### config.mk
export PLATFORM = sky130hd
export DESIGN_NAME = ppu_palette_ctrl
export DESIGN_NICKNAME = d
export VERILOG_FILES = /design/src/rtl/ppu_pal_pkg.sv /design/src/rtl/ppu_palette_ram.sv /design/src/rtl/ppu_palette_ctrl.sv
export SDC_FILE = /design/constraint.sdc
export NUM_CORES = 1
export LEC_CHECK = 0
export BUFFER_PORTS_ARGS = -buffer_cell sky130_fd_sc_hd__buf_2
export CORE_MARGIN = 10
export CORE_UTILIZATION = 55
export CTS_CLUSTER_DIAMETER = 150
export DETAILED_ROUTE_END_ITERATION = 7
export GPL_TIMING_DRIVEN = 0
export PLACE_DENSITY_LB_ADDON = 0.25
export SYNTH_ARGS = -nofsm -noshare
export SYNTH_HDL_FRONTEND = slang
export SYNTH_HIERARCHICAL = 1
export SYNTH_SLANG_ARGS = --single-unit
### constraint.sdc
create_clock -name clk -period 11 [get_ports clk]
set_input_delay 1.65 -clock clk [delete_from_list [all_inputs] [get_ports clk]]
set_output_delay 1.65 -clock clk [all_outputs]
set_load 0.005 [all_outputs]
### src/rtl/ppu_pal_pkg.sv
// ppu_pal_pkg: shared palette constants, controller state encoding and address mirroring.
package ppu_pal_pkg;
  localparam int PAL_ENTRIES = 32;
  localparam int PAL_ADDR_W = 5;
  localparam logic [7:0] GREY_MASK = 8'h30;
  typedef enum logic [1:0] {ST_IDLE, ST_CPU, ST_SNAP, ST_DONE} pal_state_t;
  function automatic logic [PAL_ADDR_W-1:0] pal_mirror(input logic [PAL_ADDR_W-1:0] addr);
    return (addr[4] && addr[1:0] == 2'b00) ? {1'b0, addr[3:0]} : addr;
  endfunction
endpackage

### src/rtl/ppu_palette_ram.sv
// ppu_palette_ram: 32-entry palette flop array, one write port, one CPU read port and
// SNAP_LANES snapshot read ports; every port sees the mirrored address.
module ppu_palette_ram
  import ppu_pal_pkg::*;
#(
  parameter int ENTRY_W = 8,
  parameter int SNAP_LANES = 1
) (
  input  logic                          clk,
  input  logic                          rst,
  input  logic                          we,
  input  logic [PAL_ADDR_W-1:0]         waddr,
  input  logic [ENTRY_W-1:0]            wdata,
  input  logic [PAL_ADDR_W-1:0]         raddr,
  output logic [ENTRY_W-1:0]            rdata,
  input  logic [PAL_ADDR_W-1:0]         snap_idx,
  output logic [SNAP_LANES*ENTRY_W-1:0] snap_data
);
  logic [ENTRY_W-1:0] mem [PAL_ENTRIES];
  always_ff @(posedge clk or posedge rst)
    if (rst) for (int i = 0; i < PAL_ENTRIES; i++) mem[i] <= '0;
    else if (we) mem[pal_mirror(waddr)] <= wdata;
  assign rdata = mem[pal_mirror(raddr)];
  for (genvar l = 0; l < SNAP_LANES; l++) begin : g_lane
    assign snap_data[l*ENTRY_W +: ENTRY_W] = mem[pal_mirror(snap_idx + PAL_ADDR_W'(l))];
  end
endmodule

### src/rtl/ppu_palette_ctrl.sv
// ppu_palette_ctrl: arbitrates CPU palette accesses against the frame snapshot sequencer.
// Defining PPU_PAL_GREYSCALE_EN adds the greyscale input that masks snapshot entries.
module ppu_palette_ctrl
  import ppu_pal_pkg::*;
#(
  parameter int ENTRY_W = 8,
  parameter int SNAP_LANES = 1
) (
  input  logic                  clk,
  input  logic                  rst,
`ifdef PPU_PAL_GREYSCALE_EN
  input  logic                  greyscale,
`endif
  input  logic                  cpu_req,
  input  logic                  cpu_we,
  input  logic [PAL_ADDR_W-1:0] cpu_addr,
  input  logic [ENTRY_W-1:0]    cpu_wdata,
  output logic                  cpu_ack,
  output logic [ENTRY_W-1:0]    cpu_rdata,
  input  logic                  snap_req,
  output logic                  snap_busy,
  output logic                  snap_done,
  output logic [16*ENTRY_W-1:0] background_colors,
  output logic [16*ENTRY_W-1:0] sprite_colors
);
  pal_state_t state, state_nx;
  logic [PAL_ADDR_W-1:0] idx;
  logic snap_pend, snap_due, accept;
  logic [ENTRY_W-1:0] rdata;
  logic [SNAP_LANES*ENTRY_W-1:0] snap_data, snap_val;
  logic [PAL_ENTRIES*ENTRY_W-1:0] colors;
  assign snap_due = snap_req | snap_pend;
  assign accept = state == ST_IDLE && !snap_due && cpu_req;
  ppu_palette_ram #(.ENTRY_W(ENTRY_W), .SNAP_LANES(SNAP_LANES)) u_ram (
    .clk(clk), .rst(rst), .we(accept && cpu_we), .waddr(cpu_addr), .wdata(cpu_wdata),
    .raddr(cpu_addr), .rdata(rdata), .snap_idx(idx), .snap_data(snap_data)
  );
`ifdef PPU_PAL_GREYSCALE_EN
  for (genvar l = 0; l < SNAP_LANES; l++) begin : g_grey
    assign snap_val[l*ENTRY_W +: ENTRY_W] = greyscale ?
      snap_data[l*ENTRY_W +: ENTRY_W] & ENTRY_W'(GREY_MASK) : snap_data[l*ENTRY_W +: ENTRY_W];
  end
`else
  assign snap_val = snap_data;
`endif
  always_comb begin
    state_nx = ST_IDLE;
    if (state == ST_IDLE) state_nx = snap_due ? ST_SNAP : cpu_req ? ST_CPU : ST_IDLE;
    else if (state == ST_SNAP)
      state_nx = idx == PAL_ADDR_W'(PAL_ENTRIES - SNAP_LANES) ? ST_DONE : ST_SNAP;
  end
  always_ff @(posedge clk or posedge rst)
    if (rst) begin
      state <= ST_IDLE;
      idx <= '0;
      snap_pend <= 1'b0;
      cpu_rdata <= '0;
      colors <= '0;
    end else begin
      state <= state_nx;
      idx <= state == ST_SNAP ? idx + PAL_ADDR_W'(SNAP_LANES) : '0;
      // IDLE always launches a due snapshot, so pending only survives outside IDLE
      snap_pend <= state != ST_IDLE && (snap_pend | snap_req);
      if (accept && !cpu_we) cpu_rdata <= rdata;
      if (state == ST_SNAP)
        for (int l = 0; l < SNAP_LANES; l++)
          colors[ENTRY_W*(int'(idx)+l) +: ENTRY_W] <= snap_val[l*ENTRY_W +: ENTRY_W];
    end
  assign cpu_ack = state == ST_CPU;
  assign snap_busy = state == ST_SNAP;
  assign snap_done = state == ST_DONE;
  assign background_colors = colors[16*ENTRY_W-1:0];
  assign sprite_colors = colors[32*ENTRY_W-1:16*ENTRY_W];
endmodule

Yosys cells after proc, flatten, opt, wreduce, memory -nomap -nowiden. Index checks and enable logic that the tools add are counted.

Bits in registers: 528. Input bits: 18. Output and inout port bits: 267. Word-level logic and storage cells: 83.

$add $sub $neg: 2. $lt $le $gt $ge: 3. Equal/unequal tests: 4. Shifts and indexed selects: 2. Mux-type cells: 18. Bitwise gates (word level): 3. Reductions and logical operators: 14.

Operator list (count): $bwmux W256 (2); $shift A8 B33 Y256 const A (1); $shiftx A8 B33 Y256 (1); $bmux W8 S5 (2); $demux W8 S5 (1); $mux W8 (5); $neg A8 Y33 (1); $mux W5 (3); $ge A6 B6 Y1 const B (2); $not A5 Y6 (2); $logic_and A1 B1 Y1 (8); $logic_not A2 Y1 (3); $lt A6 B1 Y1 const B (1); $mux W2 (3); $add A5 B1 Y5 const B (1); $eq A5 B5 Y1 const B (1); $eq A2 B2 Y1 const B (2); $eq A2 B1 Y1 const B (1); $logic_not A1 Y1 (2); $mux W1 (2); $reduce_bool A2 Y1 (1); $or A1 B1 Y1 (1).

Logic depth before layout (Yosys ltp).
Depth in word-level cells: 9. Gate-level depth with buffers: 16. Gate-level depth less buffers: 9.

Hierarchy. The synthesis kept the hierarchy.

Modules (own cells, without submodules): ppu_palette_ram (times used 1, cells each 948, area each 12488.2 sq um, seq. area each 5605.4 sq um); ppu_palette_ctrl (times used 1, cells each 951, area each 12228.0 sq um, seq. area each 6806.5 sq um).

Least setup slack after synthesis. No wires, ideal clock.

Path kind: register to register. From: register idx[0]. To: register colors[168]. Data arrival time: 3264 ps. Required time: 10875 ps. Slack: 7612 ps. Cell stages (with the launch flop): 15. Cell sequence: dfrtp_1 > buf_6 > buf_6 > inv_1 > ha_1 > buf_2 > nor2b_1 > buf_2 > nor2b_1 > ha_1 > buf_2 > nor4b_2 > nand2_1 > nor3_4 > mux2_2.

Word-level cells in the longest chain between the ends: 9. Elaborated cells on any way between the ends: 11.

Ends and longest elaborated chain: start, declared (line ppu_palette_ctrl.sv:27) `logic [PAL_ADDR_W-1:0] idx;`; start signal, assigned (line ppu_palette_ctrl.sv:61) `idx <= state == ST_SNAP ? idx + PAL_ADDR_W'(SNAP_LANES) : '0;`; $logic_not A2 Y1 (line ppu_pal_pkg.sv:8) `return (addr[4] && addr[1:0] == 2'b00) ? {1'b0, addr[3:0]} : addr;`; $logic_and A1 B1 Y1 (line ppu_pal_pkg.sv:8); $mux W5 (line ppu_pal_pkg.sv:8); $not A5 Y6 (not written as such) (line ppu_palette_ram.sv:25) `assign snap_data[l*ENTRY_W +: ENTRY_W] = mem[pal_mirror(snap_idx + PAL_ADDR_W'(l))];`; $bmux W8 S5 (line ppu_palette_ram.sv:25); $mux W8 (not written as such) (2 in a row) (line ppu_palette_ram.sv:25); $shiftx A8 B33 Y256 (line ppu_palette_ctrl.sv:67) `colors[ENTRY_W*(int'(idx)+l) +: ENTRY_W] <= snap_val[l*ENTRY_W +: ENTRY_W];`; $bwmux W256 * (line ppu_palette_ctrl.sv:67); end signal, assigned by index (line ppu_palette_ctrl.sv:67); end, declared (line ppu_palette_ctrl.sv:31) `logic [PAL_ENTRIES*ENTRY_W-1:0] colors;`.

Mark *: on every way between the ends. The rest lies on a longest branch, timed or not. The select of a mux whose other input is x is not followed. A chain may end at the register's enable or synchronous reset.

Worst setup path after layout.
From: register idx[0]. To: register colors[186].

The elaborated chain is that of the path after synthesis.

==> run summary <==
Crit path kind: flip-flop to flip-flop
Gpl congestion: 0.918
Worst hold slack: 0.483 ns
Hold depth: 1
DR pass1 iterations: 5
EDFF count, synth: 0
Layout Area Growth over Synthesis: 16.4%
Final Power: 7.03 mW
Maximum VDD drop: 134 uV
Total gr overflow: 0
Post-Place Worst Slack: 6.81 ns
DR iter-0 viols: 1640
Max-slew violations: 0
Worst slew margin: 23.6%
All-Layer GR Usage: 28.6%
Distinct cells, synth: 65
Worst EP arrival: 4.78 ns
Core area: 0.0443 sq mm
Tightest Hold Check Type: flip-flop to flip-flop
Setup-failing EPs final: 0
Kind of start point of the critical path: flip-flop
Layout cells sized above 1: 44.4%
Outcome: completed
Prevailing post-synth register cell: dfrtp_1
Starting Density: 55.8%
Syn Nets: 1921
Fin crit share: 39.1%
Drt via density: 6.28
Detail Route Antenna Nets: 0
CTS Root Cell: clkbuf_16
WP data required: 11.48 ns
Final wirelength: 78200 um
Die X: 232 um
Deepest clock path buffer count: 3
Core Rows: 77
#FFs+latches synth: 496
Via count: 18004
Num ports: 285
CTS tree: done
Power Dens Cells: 244 mW/mm^2
Fmax: 233 MHz
Synth Warn #: 6
Register area share after synthesis: 50.2%
Post-CTS Setup Inserts: 0
Vias in the first global route: 18673
Final cell count without fillers: 2869
TritonCTS Sinks: 496
CTS Buf Count: 53
Clock edge transition at the registers on the reported setup and hold paths: 0.06 ns
Die area: 0.0538 sq mm
Clk Latency, worst-skew pair: 0.60 ns
Commonest non-fill, non-tap cells in the layout: dfrtp_1, mux2_2, buf_2
Antenna violations before repair: 6
Lkg Pwr: 14.6 nW
Worst reg2reg path depth: 14
Dpl cells: 2770
Async set-or-reset flop fraction in the synthesized netlist: 100%
Crit-path max FO: 10
Filler cells: 3358
First-pass GRT wire length: 117000 um
DP HPWL: 55700 um
Hold Vio Cnt, Final: 0
Final net count: 2255
Post-Synthesis Cells: 1899
Tmin final: 4.30 ns
Pin count of the biggest net entering global routing: 130
# hold bufs at CTS: 0
Worst Tran Pin Value: 1.15 ns
Crit. End Element: flip-flop
Maxcap violations: 0
RSZ-0062 raised after global routing: false
Setup Skew: 0.0159 ns
Mean post-synth cell area: 13.0 sq um
Height of the chip: 232 um
DRC: 0
Commonest non-fill, non-tap cell in the layout: dfrtp_1
WL per Instance: 27.2 um
H-tree lvl count: 2
CTS-repair resized insts: 0
Worst setup slack after layout: 6.70 ns
IO buf count: 276
Synthesized area: 0.0247 sq mm
## cell families after synthesis
family	after synthesis	share of synthesized area, %
mux	680	31.8
flops	496	50.2
fa+ha+maj	4	0.202
compound gates	188	6.15
buf+inv	159	3.24
xor+xnor	4	0.142
simple gates	368	8.23
## routing by layer
layer / part of all wire [%] / global-route usage [%] / wire (um) / vias to the layer above
met1: 40 / 37.8 / 31500 / 9344
met5: 0.035 / 0 / 27 / -
li1: - / - / - / 7647
met4: 4.0 / 12.0 / 3150 / 4
met2: 47 / 45.2 / 36800 / 830
met3: 8.5 / 6.27 / 6640 / 179
## worst paths after layout
path	startpoint	slack [ns]	to
max	idx[0]$_DFF_PP0_	6.70	colors[186]$_DFFE_PP0P_
min	colors[4]$_DFFE_PP0P_	0.48	colors[4]$_DFFE_PP0P_
max reg2reg	idx[0]$_DFF_PP0_	6.70	colors[186]$_DFFE_PP0P_
min reg2reg	colors[4]$_DFFE_PP0P_	0.48	colors[4]$_DFFE_PP0P_
max in group asynchronous	rst	8.43	colors[6]$_DFFE_PP0P_
min in group asynchronous	rst	1.13	colors[54]$_DFFE_PP0P_
## cell type report
type                            count  area, sq um  share of cell area [%]
Antenna cell                        2         5.00                  0.0174
Buffer                            139          726                    2.52
Clock buffer                       76         1560                    5.44
Clock inverter                     21          272                   0.944
Inverter                           20         90.1                   0.313
Multi-Input combinational cell   1244        11500                    40.0
Sequential cell                   496        12400                    43.1
Tap cell                          592          741                    2.57
Timing Repair Buffer              279         1460                    5.09
## metrics by stage
| step | area, sq um | utilization (%) | setup TNS (ns) |
|---|---|---|---|
| 4_1_cts | 28800 | 64.9 | 0 |
| 6_report | 28800 | 64.9 | 0 |
| 3_5_place_dp | 26900 | 60.8 | 0 |
| 2_1_floorplan | 24700 | - | 0 |
| 5_1_grt | 28800 | 64.9 | 0 |
| 3_3_place_gp | 26800 | 60.6 | -236.82 |
## cell usage after synthesis, types with 13 or more instances
master / instances / area share, %
and3_1: 23 / 0.58
and2_1: 13 / 0.33
nor3_1: 72 / 1.5
buf_4: 18 / 0.55
mux2i_1: 170 / 6.9
a2bb2oi_1: 32 / 1.1
nand2_1: 33 / 0.50
mux4_2: 16 / 1.5
nand3_1: 45 / 0.91
nor2_1: 101 / 1.5
a21oi_1: 34 / 0.69
inv_1: 20 / 0.30
a22oi_1: 64 / 1.9
mux2_2: 476 / 22
o22ai_1: 16 / 0.40
dfrtp_1: 496 / 50
buf_2: 48 / 0.97
clkbuf_1: 47 / 0.71
mux4_1: 16 / 1.7
a21oi_2: 13 / 0.46
buf_1: 14 / 0.21
## sequential cells by signal, indices dropped and copies added (netlist names)
name       cells
colors       256
state          2
idx            5
cpu_rdata      8
snap_pend      1
u_ram/mem    224
## power by group
group,internal (mW),switching (mW),leakage [nW],total (mW)
Combinational,0.967,1.91,6.85,2.87
Sequential,2.09,0.189,6.87,2.28
Clock,1.13,0.752,0.908,1.88
Total,4.18,2.85,14.6,7.03
## critical path, cell delays in order (launching register included)
cell and delay [ns]:
dfrtp_1 0.50, buf_6 0.20, buf_6 0.15, inv_1 0.05
ha_1 0.22, buf_2 0.20, nor2b_1 0.14, buf_2 0.17
nor2b_1 0.15, ha_1 0.28, buf_2 0.19, nor4b_2 0.54
nand2_1 0.34, nor3_4 0.65, mux2_2 0.41
No activity file was read; power rests on OpenSTA's default activity.
